### src/rtl/niosii_soc_nios2_oci_dct_pkg.sv
// Shared definitions for the OCI direct-compression-trace buffer controller:
// default geometry and the controller state encoding.
package niosii_soc_nios2_oci_dct_pkg;

    localparam int TOKEN_W_DEF = 2;
    localparam int SLOTS_DEF   = 15;
    localparam int BUF_W_DEF   = 30;
    localparam int CNT_W_DEF   = 4;

    typedef enum logic [1:0] {
        ST_FILL  = 2'd0,
        ST_EMIT  = 2'd1,
        ST_ENDED = 2'd2
    } dct_state_e;

endpackage

### src/rtl/niosii_soc_nios2_oci_dct_packer.sv
// Token packer: writes accepted tokens into the next free slot, keeps the
// slot count, and clears both when the presented word is consumed.
module niosii_soc_nios2_oci_dct_packer
    import niosii_soc_nios2_oci_dct_pkg::*;
#(
    parameter int TOKEN_W = TOKEN_W_DEF,
    parameter int SLOTS   = SLOTS_DEF,
    parameter int BUF_W   = BUF_W_DEF,
    parameter int CNT_W   = CNT_W_DEF
) (
    input  logic               clk,
    input  logic               reset,
    input  logic               wr_en,
    input  logic [TOKEN_W-1:0] wr_data,
    input  logic               clear,
    output logic [BUF_W-1:0]   buffer,
    output logic [CNT_W-1:0]   count,
    output logic [CNT_W-1:0]   count_next
);

    logic [BUF_W-1:0] buffer_r;
    logic [BUF_W-1:0] buffer_next_s;
    logic [CNT_W-1:0] count_r;
    logic [CNT_W-1:0] count_next_s;

    // Next buffer/count: clear wins; a write lands in slot count_r only when a slot is free.
    always_comb begin
        buffer_next_s = buffer_r;
        count_next_s  = count_r;
        if (clear) begin
            buffer_next_s = '0;
            count_next_s  = '0;
        end else if (wr_en && (count_r < CNT_W'(SLOTS))) begin
            for (int i = 0; i < SLOTS; i++) begin
                if (count_r == CNT_W'(i)) begin
                    buffer_next_s[i*TOKEN_W +: TOKEN_W] = wr_data;
                end else begin
                    buffer_next_s[i*TOKEN_W +: TOKEN_W] = buffer_r[i*TOKEN_W +: TOKEN_W];
                end
            end
            count_next_s = count_r + CNT_W'(1);
        end else begin
            buffer_next_s = buffer_r;
            count_next_s  = count_r;
        end
    end

    // Buffer and count registers.
    always_ff @(posedge clk or posedge reset) begin
        if (reset) begin
            buffer_r <= '0;
            count_r  <= '0;
        end else begin
            buffer_r <= buffer_next_s;
            count_r  <= count_next_s;
        end
    end

    assign buffer     = buffer_r;
    assign count      = count_r;
    assign count_next = count_next_s;

endmodule

### src/rtl/niosii_soc_nios2_oci_dct_ctrl.sv
// DCT buffer controller: collects trace tokens into a word, presents full or
// flushed words downstream with a valid/ready handshake, and handles shutdown.
module niosii_soc_nios2_oci_dct_ctrl
    import niosii_soc_nios2_oci_dct_pkg::*;
#(
    parameter int TOKEN_W = TOKEN_W_DEF,
    parameter int SLOTS   = SLOTS_DEF,
    parameter int BUF_W   = BUF_W_DEF,
    parameter int CNT_W   = CNT_W_DEF
) (
    input  logic               clk,
    input  logic               reset,
    input  logic               tok_valid,
    input  logic [TOKEN_W-1:0] tok_data,
    output logic               tok_ready,
    input  logic               flush_req,
    input  logic               test_ending,
    output logic [BUF_W-1:0]   dct_buffer,
    output logic [CNT_W-1:0]   dct_count,
    output logic               dct_valid,
    input  logic               dct_ready,
    output logic               test_has_ended,
    output logic               busy
);

    dct_state_e       state_r;
    dct_state_e       state_next_s;
    logic             end_pending_r;
    logic             end_pending_next_s;
    logic             accept_s;
    logic             clear_s;
    logic [CNT_W-1:0] count_next_s;
    logic             tok_ready_r;
    logic             dct_valid_r;
    logic             ended_r;
    logic             busy_r;
    logic             tok_ready_s;
    logic             dct_valid_s;
    logic             ended_s;
    logic             busy_s;

    assign accept_s = (state_r == ST_FILL) && tok_valid;
    assign clear_s  = (state_r == ST_EMIT) && dct_ready;

    niosii_soc_nios2_oci_dct_packer #(
        .TOKEN_W (TOKEN_W),
        .SLOTS   (SLOTS),
        .BUF_W   (BUF_W),
        .CNT_W   (CNT_W)
    ) u_packer (
        .clk        (clk),
        .reset      (reset),
        .wr_en      (accept_s),
        .wr_data    (tok_data),
        .clear      (clear_s),
        .buffer     (dct_buffer),
        .count      (dct_count),
        .count_next (count_next_s)
    );

    // State and sticky end-pending registers.
    always_ff @(posedge clk or posedge reset) begin
        if (reset) begin
            state_r       <= ST_FILL;
            end_pending_r <= 1'b0;
        end else begin
            state_r       <= state_next_s;
            end_pending_r <= end_pending_next_s;
        end
    end

    // Next state; count_next already includes a token accepted this cycle.
    always_comb begin
        state_next_s       = state_r;
        end_pending_next_s = end_pending_r;
        case (state_r)
            ST_FILL: begin
                if (test_ending) begin
                    end_pending_next_s = 1'b1;
                    if (count_next_s != '0) begin
                        state_next_s = ST_EMIT;
                    end else begin
                        state_next_s = ST_ENDED;
                    end
                end else if (count_next_s == CNT_W'(SLOTS)) begin
                    state_next_s = ST_EMIT;
                end else if (flush_req && (count_next_s != '0)) begin
                    state_next_s = ST_EMIT;
                end else begin
                    state_next_s = ST_FILL;
                end
            end
            ST_EMIT: begin
                end_pending_next_s = end_pending_r | test_ending;
                if (dct_ready) begin
                    if (end_pending_r || test_ending) begin
                        state_next_s = ST_ENDED;
                    end else begin
                        state_next_s = ST_FILL;
                    end
                end else begin
                    state_next_s = ST_EMIT;
                end
            end
            ST_ENDED: begin
                state_next_s = ST_ENDED;
            end
            default: begin
                state_next_s = ST_FILL;
            end
        endcase
    end

    // Output decode from the next state so the flags register alongside it.
    always_comb begin
        tok_ready_s = 1'b0;
        dct_valid_s = 1'b0;
        ended_s     = 1'b0;
        case (state_next_s)
            ST_FILL:  tok_ready_s = 1'b1;
            ST_EMIT:  dct_valid_s = 1'b1;
            ST_ENDED: ended_s     = 1'b1;
            default:  tok_ready_s = 1'b0;
        endcase
        busy_s = (count_next_s != '0) || (state_next_s != ST_FILL);
    end

    // Registered handshake and status outputs.
    always_ff @(posedge clk or posedge reset) begin
        if (reset) begin
            tok_ready_r <= 1'b1;
            dct_valid_r <= 1'b0;
            ended_r     <= 1'b0;
            busy_r      <= 1'b0;
        end else begin
            tok_ready_r <= tok_ready_s;
            dct_valid_r <= dct_valid_s;
            ended_r     <= ended_s;
            busy_r      <= busy_s;
        end
    end

    assign tok_ready      = tok_ready_r;
    assign dct_valid      = dct_valid_r;
    assign test_has_ended = ended_r;
    assign busy           = busy_r;

endmodule

### config.mk
export PLATFORM = sky130hd
export DESIGN_NAME = niosii_soc_nios2_oci_dct_ctrl
export DESIGN_NICKNAME = d
export VERILOG_FILES = /design/src/rtl/niosii_soc_nios2_oci_dct_pkg.sv /design/src/rtl/niosii_soc_nios2_oci_dct_packer.sv /design/src/rtl/niosii_soc_nios2_oci_dct_ctrl.sv
export SDC_FILE = /design/constraint.sdc
export NUM_CORES = 1
export LEC_CHECK = 0
export BUFFER_PORTS_ARGS = -buffer_cell sky130_fd_sc_hd__buf_2
export CAP_MARGIN = 20
export CELL_PAD_IN_SITES_DETAIL_PLACEMENT = 1
export CELL_PAD_IN_SITES_GLOBAL_PLACEMENT = 1
export CORE_ASPECT_RATIO = 0.8
export CORE_MARGIN = 3
export CORE_UTILIZATION = 38
export CTS_BUF_LIST = sky130_fd_sc_hd__clkbuf_2 sky130_fd_sc_hd__clkbuf_4 sky130_fd_sc_hd__clkbuf_8
export DETAILED_ROUTE_END_ITERATION = 10
export GPL_TIMING_DRIVEN = 0
export PLACE_DENSITY_LB_ADDON = 0.1
export SLEW_MARGIN = 10
export SYNTH_ARGS = -nofsm -noshare
export SYNTH_HDL_FRONTEND = slang
export SYNTH_SLANG_ARGS = --single-unit
### constraint.sdc
create_clock -name clk -period 2 [get_ports clk]
set_input_delay 0.3 -clock clk [delete_from_list [all_inputs] [get_ports clk]]
set_output_delay 0.3 -clock clk [all_outputs]
set_load 0.005 [all_outputs]
* Word level (Yosys, flattened, before mapping)
Cells that the tools add are included.
** Word-level totals
- Output and inout port bits :: 38
- Register bits :: 41
- Input port bits :: 8
** Operators by class
- Bitwise gates (word level) :: 1
- $lt $le $gt $ge :: 1
- Muxes and demuxes :: 31
- Add/subtract/negate cells :: 1
- Reductions and logical operators :: 44
- Eq/ne operators :: 20
** Operator list (count)
- $mux W30 :: 2
- $mux W2 :: 19
- $reduce_bool A2 Y1 :: 18
- $eq A4 B4 Y1 const B :: 8
- $reduce_and A2 Y1 :: 16
- $eq A4 B3 Y1 const B :: 4
- $eq A4 B2 Y1 const B :: 2
- $mux W4 :: 2
- $mux W1 :: 6
- $pmux W2 S3 :: 1
- $add A4 B1 Y4 const B :: 1
- $eq A2 B1 Y1 const B :: 2
- $eq A2 B2 Y1 const B :: 2
- $eq A4 B1 Y1 const B :: 1
- $logic_and A1 B1 Y1 :: 4
- $logic_not A2 Y1 :: 2
- $logic_not A4 Y1 :: 1
- $lt A4 B4 Y1 const B :: 1
- $reduce_bool A4 Y1 :: 1
- $logic_or A1 B1 Y1 :: 2
- $ne A2 B2 Y1 const B :: 1
- $pmux W1 S2 :: 1
- $or A1 B1 Y1 :: 1

* Longest topological paths before layout
- Word-level depth :: 13
- Mapped depth :: 8
- Gate-level depth less buffers :: 7

* Hierarchy
A second synthesis with hierarchy kept.
** Unflattened totals
- Cells, all modules :: 171
- Area, all modules :: 1938.1 sq um
** Modules (own cells, without submodules)
- niosii_soc_nios2_oci_dct_packer :: cells an instance 143, seq. area each 850.8 sq um, area an instance 1617.8 sq um, instances 1
- niosii_soc_nios2_oci_dct_ctrl :: cells an instance 28, seq. area each 176.4 sq um, area an instance 320.3 sq um, instances 1

* Worst setup path before layout
Ideal clock, no wire load.
- Path kind :: register to register
- From :: register u_packer.count_r[0] (netlist: u_packer.count[0])
- To :: register busy_r (netlist: busy)
- Setup slack :: -101 ps
- Data arrival time :: 1976 ps
- Buffers on the path :: 1
- Stages on the path, launching flop included :: 9
- Period minus slack after synthesis :: 2101 ps
- Library setup time :: 125 ps
- Cell sequence :: dfrtp_1 -> clkbuf_1 -> inv_1 -> ha_1 -> nor2b_1 -> nand3_2 -> a221oi_2 -> a22oi_1 -> mux2_2
** On the way
- Cells in the longest elaborated chain, start to end :: 12
** RTL lines
- start, declared :: line niosii_soc_nios2_oci_dct_packer.sv:23 : logic [CNT_W-1:0] count_r;
- start signal, assigned :: line niosii_soc_nios2_oci_dct_packer.sv:55 : count_r <= count_next_s;
- $lt A4 B4 Y1 :: line niosii_soc_nios2_oci_dct_packer.sv:33 : end else if (wr_en && (count_r < CNT_W'(SLOTS))) begin
- $logic_and A1 B1 Y1 :: line niosii_soc_nios2_oci_dct_packer.sv:33
- $mux W4 * :: line niosii_soc_nios2_oci_dct_packer.sv:33
- $mux W4 * :: line niosii_soc_nios2_oci_dct_packer.sv:30 : if (clear) begin
- $reduce_bool A4 Y1 :: line niosii_soc_nios2_oci_dct_ctrl.sv:80, niosii_soc_nios2_oci_dct_ctrl.sv:87, niosii_soc_nios2_oci_dct_ctrl.sv:125
- $logic_and A1 B1 Y1 :: line niosii_soc_nios2_oci_dct_ctrl.sv:87 : end else if (flush_req && (count_next_s != '0)) begin
- $mux W1 :: line niosii_soc_nios2_oci_dct_ctrl.sv:87
- $mux W1 :: line niosii_soc_nios2_oci_dct_ctrl.sv:85 : end else if (count_next_s == CNT_W'(SLOTS)) begin
- $mux W2 :: line niosii_soc_nios2_oci_dct_ctrl.sv:78 : if (test_ending) begin
- $pmux W2 S3 :: line niosii_soc_nios2_oci_dct_ctrl.sv:76 : case (state_r)
- $reduce_bool A2 Y1 :: line niosii_soc_nios2_oci_dct_ctrl.sv:125 : busy_s = (count_next_s != '0) || (state_next_s != ST_FILL);
- $logic_or A1 B1 Y1 * :: line niosii_soc_nios2_oci_dct_ctrl.sv:125
- net busy_s :: line niosii_soc_nios2_oci_dct_ctrl.sv:40 : logic busy_s;
- end signal, assigned :: line niosii_soc_nios2_oci_dct_ctrl.sv:139 : busy_r <= busy_s;
- end, declared :: line niosii_soc_nios2_oci_dct_ctrl.sv:36 : logic busy_r;
Mark *: on every way through the listed nets, which the timed path passes. The rest lies on a longest branch.
A chain may end at the register's enable or synchronous reset.

* Final worst setup path
- From :: register u_packer.count_r[2] (netlist: u_packer.count[2])
- To :: register dct_valid_r (netlist: dct_valid)
** On the way
- Cells in the longest elaborated chain, start to end :: 12
** RTL lines
- $lt A4 B4 Y1 :: line niosii_soc_nios2_oci_dct_packer.sv:33
- $logic_and A1 B1 Y1 :: line niosii_soc_nios2_oci_dct_packer.sv:33
- $mux W4 * :: line niosii_soc_nios2_oci_dct_packer.sv:33
- $mux W4 * :: line niosii_soc_nios2_oci_dct_packer.sv:30
- $reduce_bool A4 Y1 :: line niosii_soc_nios2_oci_dct_ctrl.sv:80, niosii_soc_nios2_oci_dct_ctrl.sv:87
- $logic_and A1 B1 Y1 :: line niosii_soc_nios2_oci_dct_ctrl.sv:87
- $mux W1 :: line niosii_soc_nios2_oci_dct_ctrl.sv:87
- $mux W1 :: line niosii_soc_nios2_oci_dct_ctrl.sv:85
- $mux W2 * :: line niosii_soc_nios2_oci_dct_ctrl.sv:78
- $pmux W2 S3 * :: line niosii_soc_nios2_oci_dct_ctrl.sv:76
- $eq A2 B1 Y1 * :: line niosii_soc_nios2_oci_dct_ctrl.sv:119 : case (state_next_s)
- $mux W1 * :: line niosii_soc_nios2_oci_dct_ctrl.sv:119
- net dct_valid_s :: line niosii_soc_nios2_oci_dct_ctrl.sv:38 : logic dct_valid_s;
- end signal, assigned :: line niosii_soc_nios2_oci_dct_ctrl.sv:137 : dct_valid_r <= dct_valid_s;
- end, declared :: line niosii_soc_nios2_oci_dct_ctrl.sv:34 : logic dct_valid_r;
Marked as above.

==> run summary <==
STA puts the critical path data required time at 2160 ps. No sink is reached through more buffers than the 2 on the longest clock path. The worst path meets setup with 10.6 ps of slack. The number of standard-cell rows in the floorplan was 23. During synthesis, Yosys emitted a total of 0 warnings.

For the distinct cell type count of the synthesized netlist, the log shows 38. Buffers inserted to repair hold after CTS numbered 0. Insertion delay to the later sink of the worst-skew pair: 290 ps. TritonCTS built the clock tree.

For the reported max-cap violation count, the log shows 0. The worst register-to-register path begins at u_packer.count[2]. The worst hold path belongs to the class in -> async. The tools report the critical path capture point type as a register.

The flip-flop and latch count after synthesis was 41; the wire length reported by the detailed router was 5.40 mm. The die covers 6250 um^2. Between clock sinks in the finished design, the worst skew comes to 5.65 ps. Setup violations remaining at the end of the flow were counted as 0. After the first detailed-routing iteration, the DRC count stood at 62. The headroom to the max-slew limit was 64.0%.

By startpoint and endpoint, the worst setup path is classified as reg -> reg. The post-route worst hold slack is -5.17 ps, and the share of async-settable or async-resettable flops after synthesis is 100%. The run gives 41 as the total number of clock tree sinks.

The slack of the worst reg-to-reg path was 10 ps. The critical path starts at u_packer.count[2]. The CTS clock-pin slew for the worst setup and hold paths is 80 ps, and the largest fanout on the critical path is 10. The total via count after detailed routing is 1,703, and the length of the first detailed-routing pass in iterations is 4. In this run the remaining antenna-violating nets after routing total 0. The buffer cell driving the clock tree root was clkbuf_8. The logs give 330 for the non-filler instance count after layout and 1,804 for the via count of the first global-routing pass. The worst setup timing slack at the placement stage is -213 ps, and the share of cells above drive strength 1 is 31.7%. The total congestion overflow after global routing is 0.

The number of antenna violations at the first check in global routing was 0. At the end of routability-driven placement, the weighted congestion stood at 0.833. Counting tap cells, the placed design contains a total of 316 instances.

The relative area change from synthesis to final layout works out to 29.2%. In this run the mean area of a mapped cell was 9.74 um^2. The flow ran to the end, but the final reports show violations.

The tools report the reported leakage power as 1.36 nW. For the critical path arrival, the log shows 2150 ps. After detailed routing, the average wire length per cell comes to 16.4 um. The checks that failed: hold timing. After synthesis the cells add up to 2030 um^2. The run gives 16 as the hold violation total from the final report. STA classifies the critical path startpoint as a register.

The number of flops mapped to enable cells by yosys is 0. The synthesized netlist cell count is 208, and the global-route wire length before repair is 9.03 mm. Pin placement for this block handled 46 I/O pins. The H-tree generated during clock tree synthesis spans 2 levels.

When the netlist entered floorplanning its net count stood at 220. The die span in x was 87.6 um; the actual slew at the worst max-slew pin was 540 ps. Entering global routing, the biggest net connects 25 pins. IR analysis of the VDD net gives a maximum drop of 579 uV. Power per cell area: 1330 nW/um^2. For this run, the post-layout net count is 279. The most used flip-flop cell after synthesis is dfrtp_1. The tools report the count of final max-slew check failures as 0. Global routing used 18.4% of the available tracks across all layers. After legalization and detailed placement, the total HPWL measured 3.94 mm. The floorplan die height was 71.3 um; the average via count per standard cell was 5.16. After layout, the worst path uses 99.5% of the clock period.

Setup repair after global routing could not meet its margin everywhere. In the routed design, unresolved DRC markers number 0. Port buffering added 45 buffers. 0 antenna diodes ended up in the layout. Clock tree synthesis inserted a total of 5 buffers. Summing the sequential cell areas from Yosys gives 50.7% of the chip area.

The tools report the area of the core as 5060 um^2. The run gives 40.0% as the initial core utilization. The shortest period the worst path allows is 1990 ps, and the maximum achievable frequency is 503 MHz.
## area by class of cell
class	count	area, um^2
Inverter	5	23.8
Buffer	14	75.1
Clock inverter	3	65.1
Tap cell	62	77.6
Sequential cell	41	1030
Multi-Input combinational cell	148	988
Fill cell	617	2450
Timing Repair Buffer	52	290
Clock buffer	5	68.8
## flip-flops by register name, indices dropped and copies added, names as in the netlist
signal,count
u_packer.count,4
busy,1
dct_valid,1
state_r,2
tok_ready,1
test_has_ended,1
u_packer.buffer,30
end_pending_r,1
## through the flow
step	TNS (ps)	power (mW)	hold slack [ps]	cell area, um^2	util [%]
3_5_place_dp	-801	2.47	326	2360	46.6
3_3_place_gp	-605	2.43	481	2340	46.2
2_1_floorplan	0	2.01	398	2040	-
4_1_cts	-10.4	3.42	3.53	2550	50.4
5_1_grt	-496	3.74	20.1	2620	51.7
6_report	0	3.48	-5.17	2620	51.7
## cell usage in the layout (no fill, tap or decap), types with 2 or more instances in the layout
master and n:
o32ai_1 2, clkbuf_1 6, clkbuf_8 6, a21oi_1 16
nand2_1 20, buf_4 8, buf_2 47, nand3_1 17
nor3_2 3, a211o_1 2, clkbuf_2 2, mux2i_1 18
nor2_1 29, inv_1 2, o21ai_0 11, dfrtp_1 39
inv_2 2, nor2b_1 2, xnor2_1 2, bufinv_16 2
ha_4 2, ha_1 2
## synthesized netlist by cell type, types with 2 or more instances
cell	n	share of area (%)
xnor2_1	2	0.86
nand3_2	2	0.99
nand3_1	17	4.2
a211o_1	2	0.86
inv_1	5	0.93
clkbuf_1	10	1.9
nor3_1	3	0.74
mux2i_1	18	8.9
nand2_1	20	3.7
nor2_1	29	5.4
a21oi_1	16	4.0
a221oi_2	2	1.5
dfrtp_1	40	49
nor2b_1	3	0.93
buf_4	2	0.74
ha_1	4	2.5
o32ai_1	2	0.86
o21ai_0	11	2.7
## cells by family (layout without fill, tap and decap cells)
| kind of cell | count (synthesis) | in the layout | share of synthesized area, % |
|---|---|---|---|
| multiplexers | 19 | 19 | 9.45 |
| flip-flops | 41 | 41 | 50.7 |
| buffers and inverters | 19 | 79 | 3.95 |
| adder cells (fa/ha/maj) | 4 | 4 | 2.47 |
| AND/OR/NAND/NOR | 84 | 84 | 20.3 |
| XOR/XNOR | 3 | 3 | 1.30 |
| AO/OA/AOI/OAI | 38 | 38 | 11.8 |
## routing by layer
metal	part of all wire, %	global-route usage [%]
met5	0	0
met3	3.6	3.91
met2	47	29.7
met4	0.94	4.60
met1	49	25.4
## report_power, final
| group | switching (mW) | internal, mW |
|---|---|---|
| logic | 0.821 | 0.668 |
| registers | 0.154 | 1.05 |
| clock network | 0.296 | 0.496 |
| total | 1.27 | 2.21 |
## worst max-delay path, stage by stage (launching register included)
cell and delay (ps):
dfrtp_1 490, buf_1 450, nand2_1 110, a31oi_1 170, o21ai_0 140, a221oi_2 330
o32ai_1 160
## path summary, 6_finish.rpt
| kind | end | cells past startpoint |
|---|---|---|
| min | dct_valid | 2 |
| max | dct_valid | 6 |
| min reg2reg | end_pending_r | 1 |
| min in group clk | state_r[0] | 2 |
| max reg2reg | dct_valid | 6 |
| max in group asynchronous | u_packer.count[1] | 3 |
## what timing repair did
item / 4_1_cts / 5_1_grt
buffers inserted: 3 / 3
pin swaps: 6 / 5
resized for setup: 8 / 14
setup endpoints to repair: 6 / 33
Power figures use the tool's default switching activity.
